File: config.mk
export PLATFORM = sky130hd
export DESIGN_NAME = fetch_pc_unit
export DESIGN_NICKNAME = d
export VERILOG_FILES = /design/src/rtl/fetch_pc_unit.sv
export SDC_FILE = /design/constraint.sdc
export NUM_CORES = 1
export LEC_CHECK = 0
export CAP_MARGIN = 25
export CORE_ASPECT_RATIO = 0.9
export CORE_MARGIN = 2
export CORE_UTILIZATION = 41
export CTS_BUF_LIST = sky130_fd_sc_hd__clkbuf_2 sky130_fd_sc_hd__clkbuf_4 sky130_fd_sc_hd__clkbuf_8
export CTS_CLUSTER_SIZE = 40
export DETAILED_ROUTE_END_ITERATION = 10
export PLACE_DENSITY = 0.78
export SETUP_SLACK_MARGIN = 0.02
export SLEW_MARGIN = 20
export SYNTH_ARGS = -nofsm -noshare
export SYNTH_HDL_FRONTEND = slang
export SYNTH_SLANG_ARGS = --single-unit
export TNS_END_PERCENT = 30
File: constraint.sdc
create_clock -name clk -period 1.79 [get_ports clk]
set_clock_uncertainty 0.1 [all_clocks]
set_input_delay 0.4475 -clock clk [delete_from_list [all_inputs] [get_ports clk]]
set_output_delay 0.4475 -clock clk [all_outputs]
set_load 0.03 [all_outputs]
File: src/rtl/fetch_pc_unit.sv
// Program counter and fetch control in front of the instruction memory: sequential fetch,
// stall, redirect with flush, HALT detection. Optional call/return stack under FETCH_CALL_STACK_EN.
module fetch_pc_unit #(
    parameter int                ADDR_W      = 8,
    parameter logic [ADDR_W-1:0] RESET_PC    = '0,
    parameter logic [4:0]        HALT_OPCODE = 5'h1F,
    parameter int                STACK_DEPTH = 4
) (
    input  logic              clk,
    input  logic              Reset,
    input  logic              stall,
    input  logic              redirect,
    input  logic [ADDR_W-1:0] redirect_addr,
    input  logic [4:0]        opcode,
    input  logic              resume,
    input  logic              call,
    input  logic              ret,
    output logic [ADDR_W-1:0] Address,
    output logic              instRead,
    output logic              inst_valid,
    output logic [ADDR_W-1:0] inst_pc,
    output logic              halted,
    output logic              wrap,
    output logic              stack_err
);

    typedef enum logic [1:0] {
        ST_IDLE  = 2'd0,
        ST_FETCH = 2'd1,
        ST_HALT  = 2'd2
    } state_t;

    state_t            state_q, state_d;
    logic [ADDR_W-1:0] addr_q, addr_d;
    logic [ADDR_W-1:0] inst_pc_q, inst_pc_d;
    logic              valid_q, valid_d;
    logic              halted_q, halted_d;
    logic              wrap_q, wrap_d;
    logic              inst_read;
    logic              halt_hit;
    logic              call_eff;
    logic              ret_eff;
    logic              push;
    logic              pop;
    logic [ADDR_W-1:0] pop_addr;

    assign halt_hit = (state_q == ST_FETCH) && valid_q && (opcode == HALT_OPCODE);

`ifdef FETCH_CALL_STACK_EN
    localparam int SP_W  = $clog2(STACK_DEPTH + 1);
    localparam int IDX_W = (STACK_DEPTH > 1) ? $clog2(STACK_DEPTH) : 1;

    logic [ADDR_W-1:0] stk_q [STACK_DEPTH];
    logic [SP_W-1:0]   sp_q;
    logic              err_q;
    logic [IDX_W-1:0]  push_idx;
    logic [IDX_W-1:0]  top_idx;
    logic              stk_full;
    logic              stk_empty;

    assign call_eff  = call;
    assign ret_eff   = ret;
    assign push_idx  = sp_q[IDX_W-1:0];
    assign top_idx   = sp_q[IDX_W-1:0] - IDX_W'(1);
    assign stk_full  = (sp_q == SP_W'(STACK_DEPTH));
    assign stk_empty = (sp_q == '0);
    assign pop_addr  = stk_empty ? RESET_PC : stk_q[top_idx];
    assign stack_err = err_q;

    // A push into a full stack overwrites the top entry; a pop from empty leaves sp at 0.
    always_ff @(posedge clk or posedge Reset) begin
        if (Reset) begin
            sp_q  <= '0;
            err_q <= 1'b0;
            for (int i = 0; i < STACK_DEPTH; i++) stk_q[i] <= '0;
        end else if (push) begin
            if (stk_full) begin
                stk_q[STACK_DEPTH-1] <= inst_pc_q + ADDR_W'(1);
                err_q                <= 1'b1;
            end else begin
                stk_q[push_idx] <= inst_pc_q + ADDR_W'(1);
                sp_q            <= sp_q + SP_W'(1);
            end
        end else if (pop) begin
            if (stk_empty) err_q <= 1'b1;
            else           sp_q  <= sp_q - SP_W'(1);
        end
    end
`else
    logic unused_stack_in;

    assign call_eff        = 1'b0;
    assign ret_eff         = 1'b0;
    assign pop_addr        = RESET_PC;
    assign stack_err       = 1'b0;
    assign unused_stack_in = call ^ ret;
`endif

    always_comb begin
        state_d   = state_q;
        addr_d    = addr_q;
        inst_pc_d = inst_pc_q;
        valid_d   = valid_q;
        halted_d  = halted_q;
        wrap_d    = 1'b0;
        inst_read = 1'b0;
        push      = 1'b0;
        pop       = 1'b0;
        case (state_q)
            ST_IDLE: state_d = ST_FETCH;
            ST_FETCH: begin
                if (halt_hit) begin
                    state_d  = ST_HALT;
                    valid_d  = 1'b0;
                    halted_d = 1'b1;
                end else if (redirect) begin
                    addr_d  = redirect_addr;
                    valid_d = 1'b0;
                    push    = call_eff;
                end else if (ret_eff) begin
                    addr_d  = pop_addr;
                    valid_d = 1'b0;
                    pop     = 1'b1;
                end else if (!stall) begin
                    inst_read = 1'b1;
                    inst_pc_d = addr_q;
                    valid_d   = 1'b1;
                    addr_d    = addr_q + ADDR_W'(1);
                    wrap_d    = (addr_q == '1);
                end
            end
            ST_HALT: begin
                if (resume) begin
                    state_d  = ST_FETCH;
                    halted_d = 1'b0;
                end
            end
            default: state_d = ST_IDLE;
        endcase
    end

    always_ff @(posedge clk or posedge Reset) begin
        if (Reset) begin
            state_q   <= ST_IDLE;
            addr_q    <= RESET_PC;
            inst_pc_q <= '0;
            valid_q   <= 1'b0;
            halted_q  <= 1'b0;
            wrap_q    <= 1'b0;
        end else begin
            state_q   <= state_d;
            addr_q    <= addr_d;
            inst_pc_q <= inst_pc_d;
            valid_q   <= valid_d;
            halted_q  <= halted_d;
            wrap_q    <= wrap_d;
        end
    end

    assign Address    = addr_q;
    assign instRead   = inst_read;
    assign inst_valid = valid_q;
    assign inst_pc    = inst_pc_q;
    assign halted     = halted_q;
    assign wrap       = wrap_q;

endmodule

==> results of run 1 <==
## layout by cell type, fill, tap and decap left out, types with 2 or more instances in the layout
master and count:
sky130_fd_sc_hd__nor2_2 2, sky130_fd_sc_hd__nand2_2 2, sky130_fd_sc_hd__dfrtp_1 20, sky130_fd_sc_hd__dlygate4sd2_1 23, sky130_fd_sc_hd__o21ai_0 8, sky130_fd_sc_hd__clkbuf_4 3
sky130_fd_sc_hd__buf_4 23, sky130_fd_sc_hd__a22o_1 3, sky130_fd_sc_hd__nor2b_1 2, sky130_fd_sc_hd__mux2i_1 5, sky130_fd_sc_hd__mux2_4 8, sky130_fd_sc_hd__inv_1 3
sky130_fd_sc_hd__nand2_1 6, sky130_fd_sc_hd__nor2_1 6, sky130_fd_sc_hd__buf_6 5, sky130_fd_sc_hd__and3_1 2, sky130_fd_sc_hd__clkdlybuf4s50_1 10, sky130_fd_sc_hd__a21oi_1 5
sky130_fd_sc_hd__nand3_1 7, sky130_fd_sc_hd__nand2b_1 2
## worst register-to-register path, cell delays in order (launching register included)
cell and delay, ps:
sky130_fd_sc_hd__dfrtp_1 410, sky130_fd_sc_hd__inv_2 70, sky130_fd_sc_hd__nand2_2 50, sky130_fd_sc_hd__or4_4 520, sky130_fd_sc_hd__buf_6 140, sky130_fd_sc_hd__buf_6 100, sky130_fd_sc_hd__buf_6 120, sky130_fd_sc_hd__buf_4 130
sky130_fd_sc_hd__mux2_4 290
## report_power, final
group / switching (µW) / internal [µW] / total (µW)
combinational: 404 / 318 / 722
sequential: 69.0 / 573 / 642
clock: 149 / 83.7 / 232
## worst max-delay path by stage
stage | slack (ps) | cells past startpoint | startpoint | to
5_1_grt | -400 | 5 | inst_valid$_DFFE_PP0P_ | instRead
3_5_place_dp | -590 | 6 | opcode[0] | instRead
2_1_floorplan | -150 | 5 | inst_valid$_DFFE_PP0P_ | instRead
3_3_place_gp | -550 | 6 | opcode[1] | instRead
6_report | -340 | 5 | state_q[1]$_DFFE_PP0P_ | instRead
4_1_cts | -340 | 5 | state_q[1]$_DFFE_PP0P_ | instRead
## area by class of cell
class | instances | area (µm²) | share of cell area, %
multi-input combinational | 71 | 524 | 30.7
sequential | 21 | 527 | 30.8
timing repair buffer | 65 | 572 | 33.5
clock inverter | 1 | 5.00 | 0.293
tap | 28 | 35.0 | 2.05
inverter | 5 | 22.5 | 1.32
clock buffer | 3 | 22.5 | 1.32
## per-layer routing
metal | wire, µm | share of wire [%] | vias up
met5 | 0 | 0 | -
met1 | 1130 | 38 | 510
met4 | 41 | 1.4 | 0
li1 | - | - | 491
met2 | 1630 | 56 | 32
met3 | 130 | 4.4 | 7
## state kept, by name, indices dropped and copies added (netlist names)
signal	flops
Address	8
halted	1
inst_pc	8
inst_valid	1
state_q	2
wrap	1
## stage by stage
stage | TNS, ps | utilization [%] | area (µm²) | cells
after floorplan | -151 | - | 1090 | 102
after global placement | -6490 | 65.0 | 1620 | 183
after detailed placement | -7230 | 65.0 | 1620 | 183
after CTS | -879 | 66.5 | 1650 | 191
after global routing | -2690 | 68.6 | 1710 | 194
final | -2090 | 68.6 | 1710 | 194
## repair_timing
item / CTS / global route
hold buffers: 0 / 0
gates resized for setup: 32 / 11
setup endpoints to repair: 31 / 10
pin swaps: 4 / 0
cloned: 0 / 0
endpoints found under the hold margin: 0 / 0
setup buffers: 4 / 3
## logic make-up (layout without fill, tap and decap cells)
kind of cell	count (synthesis)	after routing	synth area share, %
AOI/OAI and AO/OA	22	22	13.3
adders and majority gates	1	1	1.15
buffers and inverters	10	74	4.62
DFF	21	21	48.5
muxes	13	13	15.7
other	1	1	0.346
and+or+nand+nor	34	34	16.4
==> run_summary.xml, run 1 <==
<?xml version="1.0" encoding="UTF-8"?>
<metrics>
  <group name="status">
    <metric name="run_status" unit="">finished, violations left</metric>
    <metric name="violations" unit="">setup timing</metric>
  </group>
  <group name="synthesis">
    <metric name="yosysWarnings" unit="">0</metric>
    <metric name="synth_edf_count" unit="">0</metric>
    <metric name="netlist.top_cell.by_area" unit="">sky130_fd_sc_hd__dfrtp_1</metric>
    <metric name="syn-num-nets" unit="">123</metric>
    <metric name="synth_top_cells_by_area" unit="">sky130_fd_sc_hd__dfrtp_1, sky130_fd_sc_hd__mux2_4, sky130_fd_sc_hd__mux2i_1</metric>
    <metric name="synth_seq_area_share" unit="%">48.5</metric>
    <metric name="syn-cell-area" unit="µm²">1080</metric>
    <metric name="most_frequent_cell_after_synthesis" unit="">sky130_fd_sc_hd__dfrtp_1</metric>
    <metric name="post_synthesis_cells" unit="">102</metric>
    <metric name="netlist-cell-type-count" unit="">32</metric>
    <metric name="postSynthRegisterBits" unit="">21</metric>
    <metric name="synth.cells.most_frequent" unit="">sky130_fd_sc_hd__dfrtp_1, sky130_fd_sc_hd__mux2_4, sky130_fd_sc_hd__nand2_1, sky130_fd_sc_hd__o21ai_0</metric>
    <metric name="syn-mean-instance-area" unit="µm²">10.6</metric>
    <metric name="ys_async_sr_fraction" unit="%">100</metric>
    <metric name="ys.flop_type" unit="">sky130_fd_sc_hd__dfrtp_1</metric>
    <metric name="yosys.area.top_type_share" unit="%">48.5</metric>
  </group>
  <group name="timing">
    <metric name="post_route_fraction_of_the_period_consumed_by_the_critical_path" unit="%">119</metric>
    <metric name="hold_viol_final" unit="">0</metric>
    <metric name="final-setup-viol-count" unit="">10</metric>
    <metric name="finalHoldWorstSlack" unit="ps">352</metric>
    <metric name="fmax" unit="MHz">470</metric>
    <metric name="rsz0062_at_grt" unit="">yes</metric>
    <metric name="min_period" unit="ps">2130</metric>
    <metric name="timing.final.max_slew_violations" unit="">0</metric>
    <metric name="post-route-worst-setup-slack" unit="ps">-339</metric>
  </group>
  <group name="critical_path">
    <metric name="critical_path.n_buffers_inverters" unit="">3</metric>
    <metric name="crit_slowest_cell" unit="">sky130_fd_sc_hd__or4_4</metric>
    <metric name="path_max_fanout" unit="">2</metric>
    <metric name="path_cells" unit="">inv_2, nand2_2, or4_4, clkinvlp_4, buf_6</metric>
    <metric name="ff2ff_setup_slack" unit="ps">-250</metric>
    <metric name="timing.rr.start" unit="">state_q[1]$_DFFE_PP0P_</metric>
    <metric name="worst_setup_end_kind" unit="">output port</metric>
    <metric name="slowest_delay" unit="ps">520</metric>
    <metric name="critical_path.top_delay_family" unit="">simple AND/OR/NAND/NOR gates</metric>
    <metric name="timing.reg2reg.worst_path_depth" unit="">8</metric>
    <metric name="critical_path_arrival" unit="ps">1580</metric>
    <metric name="worstReg2RegEnd" unit="">inst_pc[1]$_DFFE_PP0P_</metric>
    <metric name="cp.required" unit="ps">1240</metric>
    <metric name="critical_path_source_type" unit="">register</metric>
    <metric name="worst-setup-path-type" unit="">reg -&gt; out</metric>
  </group>
  <group name="floorplanning">
    <metric name="row_count" unit="">17</metric>
    <metric name="floorplan.die.height" unit="µm">52.8</metric>
    <metric name="pin_count" unit="">41</metric>
    <metric name="fp.dieArea" unit="µm²">3070</metric>
    <metric name="floorplan.initialDensity" unit="%">43.5</metric>
    <metric name="coreArea" unit="µm²">2490</metric>
    <metric name="die-width" unit="µm">58.2</metric>
  </group>
  <group name="placed_design">
    <metric name="gpl_congestion" unit="">0.800</metric>
    <metric name="detailedPlace.worstSlack" unit="ps">-589</metric>
    <metric name="port_buffers" unit="">37</metric>
    <metric name="dp_hpwl" unit="µm">2110</metric>
  </group>
  <group name="layout">
    <metric name="antenna_cells_inserted" unit="">0</metric>
    <metric name="post_layout_nets" unit="">188</metric>
    <metric name="fill_cells" unit="">200</metric>
    <metric name="drive_gt1_share" unit="%">31.9</metric>
    <metric name="synthToLayoutAreaGrowth" unit="%">57.6</metric>
  </group>
  <group name="route">
    <metric name="post_route_drc_violation_count" unit="">0</metric>
    <metric name="number_of_vias_per_cell" unit="">5.36</metric>
    <metric name="post_dr_wirelength_cell" unit="µm">15.1</metric>
    <metric name="first_pass_iters" unit="">4</metric>
    <metric name="ant_nets" unit="">0</metric>
    <metric name="routed-via-count" unit="">1040</metric>
    <metric name="detail_route.iter0.violations" unit="">12</metric>
    <metric name="drt-total-wl" unit="µm">2930</metric>
  </group>
  <group name="grt">
    <metric name="grt.overflow.total" unit="">0</metric>
    <metric name="grt.busiest_layer" unit="">met2</metric>
    <metric name="grt.met1_usage" unit="%">21.8</metric>
    <metric name="wire_length_of_the_first_global_routing_pass" unit="µm">4620</metric>
    <metric name="grtUsageTotal" unit="%">20.6</metric>
    <metric name="first_global_vias" unit="">995</metric>
    <metric name="groute.layer.met3.usage" unit="%">5.19</metric>
    <metric name="grt_start_max_net_pins" unit="">22</metric>
    <metric name="use_met2" unit="%">40.7</metric>
    <metric name="antenna_found_initial" unit="">0</metric>
  </group>
  <group name="clock_tree">
    <metric name="clockRootBuffer" unit="">sky130_fd_sc_hd__clkbuf_4</metric>
    <metric name="max-clock-path-buffers" unit="">2</metric>
    <metric name="tritoncts.num_buffers" unit="">3</metric>
    <metric name="clk_latency" unit="ps">320</metric>
    <metric name="worst_setup_hold_path_clk_slew" unit="ps">120</metric>
    <metric name="cts.htree.levels" unit="">1</metric>
    <metric name="clkSinkCount" unit="">21</metric>
    <metric name="cts_tree" unit="">built</metric>
  </group>
  <group name="run">
    <metric name="max_cap_viol_count" unit="">0</metric>
  </group>
  <group name="pwr">
    <metric name="power.leakage" unit="µW">0.000843</metric>
    <metric name="cellPowerDensity" unit="nW/µm²">934</metric>
    <metric name="report.power.total" unit="µW">1600</metric>
    <metric name="ir_drop" unit="mV">0.639</metric>
  </group>
  <group name="min_path">
    <metric name="timing.hold.worst.class" unit="">in -&gt; async</metric>
  </group>
</metrics>
Power figures use the tool's default switching activity.
==> run 2: changes to the inputs <==
--- a/config.mk
+++ b/config.mk
@@ -8,11 +8,12 @@
 export CAP_MARGIN = 25
 export CORE_ASPECT_RATIO = 0.9
 export CORE_MARGIN = 2
-export CORE_UTILIZATION = 41
+export CORE_UTILIZATION = 45
 export CTS_BUF_LIST = sky130_fd_sc_hd__clkbuf_2 sky130_fd_sc_hd__clkbuf_4 sky130_fd_sc_hd__clkbuf_8
 export CTS_CLUSTER_SIZE = 40
 export DETAILED_ROUTE_END_ITERATION = 10
-export PLACE_DENSITY = 0.78
+export HOLD_SLACK_MARGIN = 0.1
+export PLACE_DENSITY = 0.82
 export SETUP_SLACK_MARGIN = 0.02
 export SLEW_MARGIN = 20
 export SYNTH_ARGS = -nofsm -noshare
==> constraint.sdc (replaced) <==
create_clock -name clk -period 2.14 [get_ports clk]
set_clock_uncertainty 0.1 [all_clocks]
set_input_delay 0.535 -clock clk [delete_from_list [all_inputs] [get_ports clk]]
set_output_delay 0.535 -clock clk [all_outputs]
set_load 0.03 [all_outputs]
==> run_summary.xml, run 2 (same netlist as run 1, synthesis figures left out) <==
<?xml version="1.0" encoding="UTF-8"?>
<metrics>
  <group name="critical_path">
    <metric name="slowest_delay" unit="ps">520</metric>
    <metric name="path_max_fanout" unit="">2</metric>
    <metric name="path_cells" unit="">dlygate4sd2_1, nand2_2, nor2_2, or4_4, clkinvlp_4, buf_6</metric>
    <metric name="worst-setup-path-type" unit="">in -&gt; out</metric>
    <metric name="critical_path_source_type" unit="">input port</metric>
    <metric name="critical_path_arrival" unit="ps">1650</metric>
    <metric name="cp.required" unit="ps">1500</metric>
    <metric name="critical_path.top_delay_family" unit="">simple AND/OR/NAND/NOR gates</metric>
    <metric name="crit_slowest_cell" unit="">sky130_fd_sc_hd__or4_4</metric>
    <metric name="ff2ff_setup_slack" unit="ps">120</metric>
    <metric name="worst_setup_end_kind" unit="">output port</metric>
    <metric name="critical_path.n_buffers_inverters" unit="">3</metric>
  </group>
  <group name="run">
    <metric name="max_cap_viol_count" unit="">0</metric>
  </group>
  <group name="layout">
    <metric name="drive_gt1_share" unit="%">28.7</metric>
    <metric name="layout.area.seq" unit="µm²">526</metric>
    <metric name="final_cell_mix" unit="">sky130_fd_sc_hd__dfrtp_1, sky130_fd_sc_hd__clkdlybuf4s50_1, sky130_fd_sc_hd__buf_4, sky130_fd_sc_hd__mux2_4, sky130_fd_sc_hd__dlygate4sd2_1</metric>
    <metric name="fin_area" unit="µm²">1650</metric>
    <metric name="synthToLayoutAreaGrowth" unit="%">52.4</metric>
    <metric name="post_layout_nets" unit="">179</metric>
    <metric name="antenna_cells_inserted" unit="">0</metric>
    <metric name="multi_input_comb_area" unit="µm²">528</metric>
    <metric name="fill_cells" unit="">166</metric>
  </group>
  <group name="pwr">
    <metric name="ir_drop" unit="mV">0.676</metric>
    <metric name="report.power.total" unit="µW">1340</metric>
    <metric name="sequential_cell_fraction_of_total_power" unit="%">42.1</metric>
    <metric name="power_switching" unit="µW">511</metric>
    <metric name="cellPowerDensity" unit="nW/µm²">814</metric>
    <metric name="power.leakage" unit="µW">0.000806</metric>
    <metric name="internal_power" unit="µW">833</metric>
    <metric name="pwr-share-comb" unit="%">43.4</metric>
    <metric name="power.share.clock" unit="%">14.5</metric>
    <metric name="netSwitchingFraction" unit="%">38.0</metric>
  </group>
  <group name="grt">
    <metric name="grt.busiest_layer" unit="">met2</metric>
    <metric name="groute.layer.met3.usage" unit="%">5.41</metric>
    <metric name="use_met2" unit="%">35.3</metric>
    <metric name="antenna_found_initial" unit="">0</metric>
    <metric name="grt.met1_usage" unit="%">23.7</metric>
    <metric name="first_global_vias" unit="">944</metric>
    <metric name="wire_length_of_the_first_global_routing_pass" unit="µm">4250</metric>
    <metric name="grt.overflow.total" unit="">0</metric>
    <metric name="grt_start_max_net_pins" unit="">22</metric>
    <metric name="grtUsageTotal" unit="%">20.1</metric>
  </group>
  <group name="clock_tree">
    <metric name="cts.htree.levels" unit="">1</metric>
    <metric name="clk_latency" unit="ps">310</metric>
    <metric name="clockRootBuffer" unit="">sky130_fd_sc_hd__clkbuf_4</metric>
    <metric name="clkSinkCount" unit="">21</metric>
    <metric name="postCtsHoldBufs" unit="">0</metric>
    <metric name="tritoncts.num_buffers" unit="">3</metric>
    <metric name="worst_setup_hold_path_clk_slew" unit="ps">110</metric>
    <metric name="cts_tree" unit="">built</metric>
    <metric name="max-clock-path-buffers" unit="">2</metric>
  </group>
  <group name="min_path">
    <metric name="timing.hold.worst.class" unit="">reg -&gt; reg</metric>
  </group>
  <group name="floorplanning">
    <metric name="floorplan.die.height" unit="µm">50.6</metric>
    <metric name="die-width" unit="µm">55.7</metric>
    <metric name="pin_count" unit="">41</metric>
    <metric name="row_count" unit="">16</metric>
    <metric name="coreArea" unit="µm²">2220</metric>
    <metric name="floorplan.initialDensity" unit="%">48.8</metric>
    <metric name="fp.dieArea" unit="µm²">2820</metric>
  </group>
  <group name="route">
    <metric name="number_of_vias_per_cell" unit="">5.31</metric>
    <metric name="post_dr_wirelength_cell" unit="µm">14.4</metric>
    <metric name="ant_nets" unit="">0</metric>
    <metric name="routed-via-count" unit="">977</metric>
    <metric name="first_pass_iters" unit="">4</metric>
    <metric name="post_route_drc_violation_count" unit="">0</metric>
    <metric name="detail_route.iter0.violations" unit="">9</metric>
    <metric name="drt-total-wl" unit="µm">2640</metric>
  </group>
  <group name="timing">
    <metric name="final-setup-viol-count" unit="">1</metric>
    <metric name="fmax" unit="MHz">439</metric>
    <metric name="min_period" unit="ps">2280</metric>
    <metric name="post-route-worst-setup-slack" unit="ps">-140</metric>
    <metric name="timing.final.max_slew_violations" unit="">0</metric>
    <metric name="hold_viol_final" unit="">0</metric>
    <metric name="rsz0062_at_grt" unit="">yes</metric>
    <metric name="post_route_fraction_of_the_period_consumed_by_the_critical_path" unit="%">107</metric>
  </group>
  <group name="status">
    <metric name="run_status" unit="">finished, violations left</metric>
    <metric name="violations" unit="">setup timing</metric>
  </group>
  <group name="placed_design">
    <metric name="port_buffers" unit="">37</metric>
    <metric name="gpl_congestion" unit="">0.749</metric>
    <metric name="dpl_cell_area" unit="µm²">1530</metric>
    <metric name="dp_hpwl" unit="µm">1820</metric>
  </group>
</metrics>
[run 2: cell types whose count changed in the layout (fill, tap and decap cells not counted), moves of 2 or more]
cell / change
sky130_fd_sc_hd__buf_4: -8
sky130_fd_sc_hd__dlygate4sd2_1: -15
sky130_fd_sc_hd__clkbuf_2: +2
sky130_fd_sc_hd__a21oi_1: -2
sky130_fd_sc_hd__clkdlybuf4s50_1: +11
sky130_fd_sc_hd__dlymetal6s2s_1: +4
[run 2: per-layer routing]
layer | vias up | routed length [µm]
met5 | - | 0
met4 | 0 | 36
met3 | 4 | 127
met2 | 28 | 1350
met1 | 468 | 1130
li1 | 477 | -
[run 2: worst paths after layout]
| kind | from | end | depth (start not counted) |
|---|---|---|---|
| max | opcode[3] | instRead | 6 |
| min | inst_pc[2]$_DFFE_PP0P_ | inst_pc[2]$_DFFE_PP0P_ | 1 |
| max reg2reg | inst_valid$_DFFE_PP0P_ | Address[3]$_DFFE_PP0P_ | 11 |
| min reg2reg | inst_pc[2]$_DFFE_PP0P_ | inst_pc[2]$_DFFE_PP0P_ | 1 |
| max in group asynchronous | Reset | wrap$_DFF_PP0_ | 3 |
| min in group asynchronous | Reset | inst_valid$_DFFE_PP0P_ | 3 |
[run 2: cell type report]
| cell class | count | share of cell area, % |
|---|---|---|
| clock inverters | 1 | 0.303 |
| flip-flops and latches | 21 | 31.8 |
| clock buffers | 3 | 1.36 |
| inverters | 5 | 1.36 |
| repair buffers | 56 | 31.1 |
| multi-input cells | 71 | 32.0 |
| well taps | 27 | 2.05 |
[run 2: repair_timing]
action,4_1_cts,5_1_grt
setup buffers,9,3
endpoints found under the setup margin,4,13
pin swaps,4,6
gates resized for setup,18,15
[run 2: power by group through the flow]
stage / clock [µW] / sequential (µW) / combinational [µW]
finish: 195 / 565 / 583
global route: 215 / 579 / 614
CTS: 197 / 562 / 580
detailed placement: 0 / 571 / 581
global placement: 0 / 561 / 571
floorplan: 0 / 720 / 177
[run 2: through the flow]
step           instances  hold slack [ps]  setup slack [ps]  utilization (%)  setup TNS (ps)
2_1_floorplan        102              406              61.7                -               0
3_3_place_gp         170              389              -336             68.6           -2170
3_5_place_dp         170              392              -355             68.6           -2490
4_1_cts              183              422              -172             73.1            -301
5_1_grt              184              452              -173             74.3            -173
6_report             184              424              -140             74.3            -140
==> run 3: changes to the inputs <==
--- a/config.mk
+++ b/config.mk
@@ -10,7 +10,7 @@
 export CORE_MARGIN = 2
 export CORE_UTILIZATION = 45
 export CTS_BUF_LIST = sky130_fd_sc_hd__clkbuf_2 sky130_fd_sc_hd__clkbuf_4 sky130_fd_sc_hd__clkbuf_8
-export CTS_CLUSTER_SIZE = 40
+export CTS_CLUSTER_SIZE = 14
 export DETAILED_ROUTE_END_ITERATION = 10
 export HOLD_SLACK_MARGIN = 0.1
 export PLACE_DENSITY = 0.82
==> results of run 3 <==
No change in the layout: final DEF, timing and power equal those of run 2.
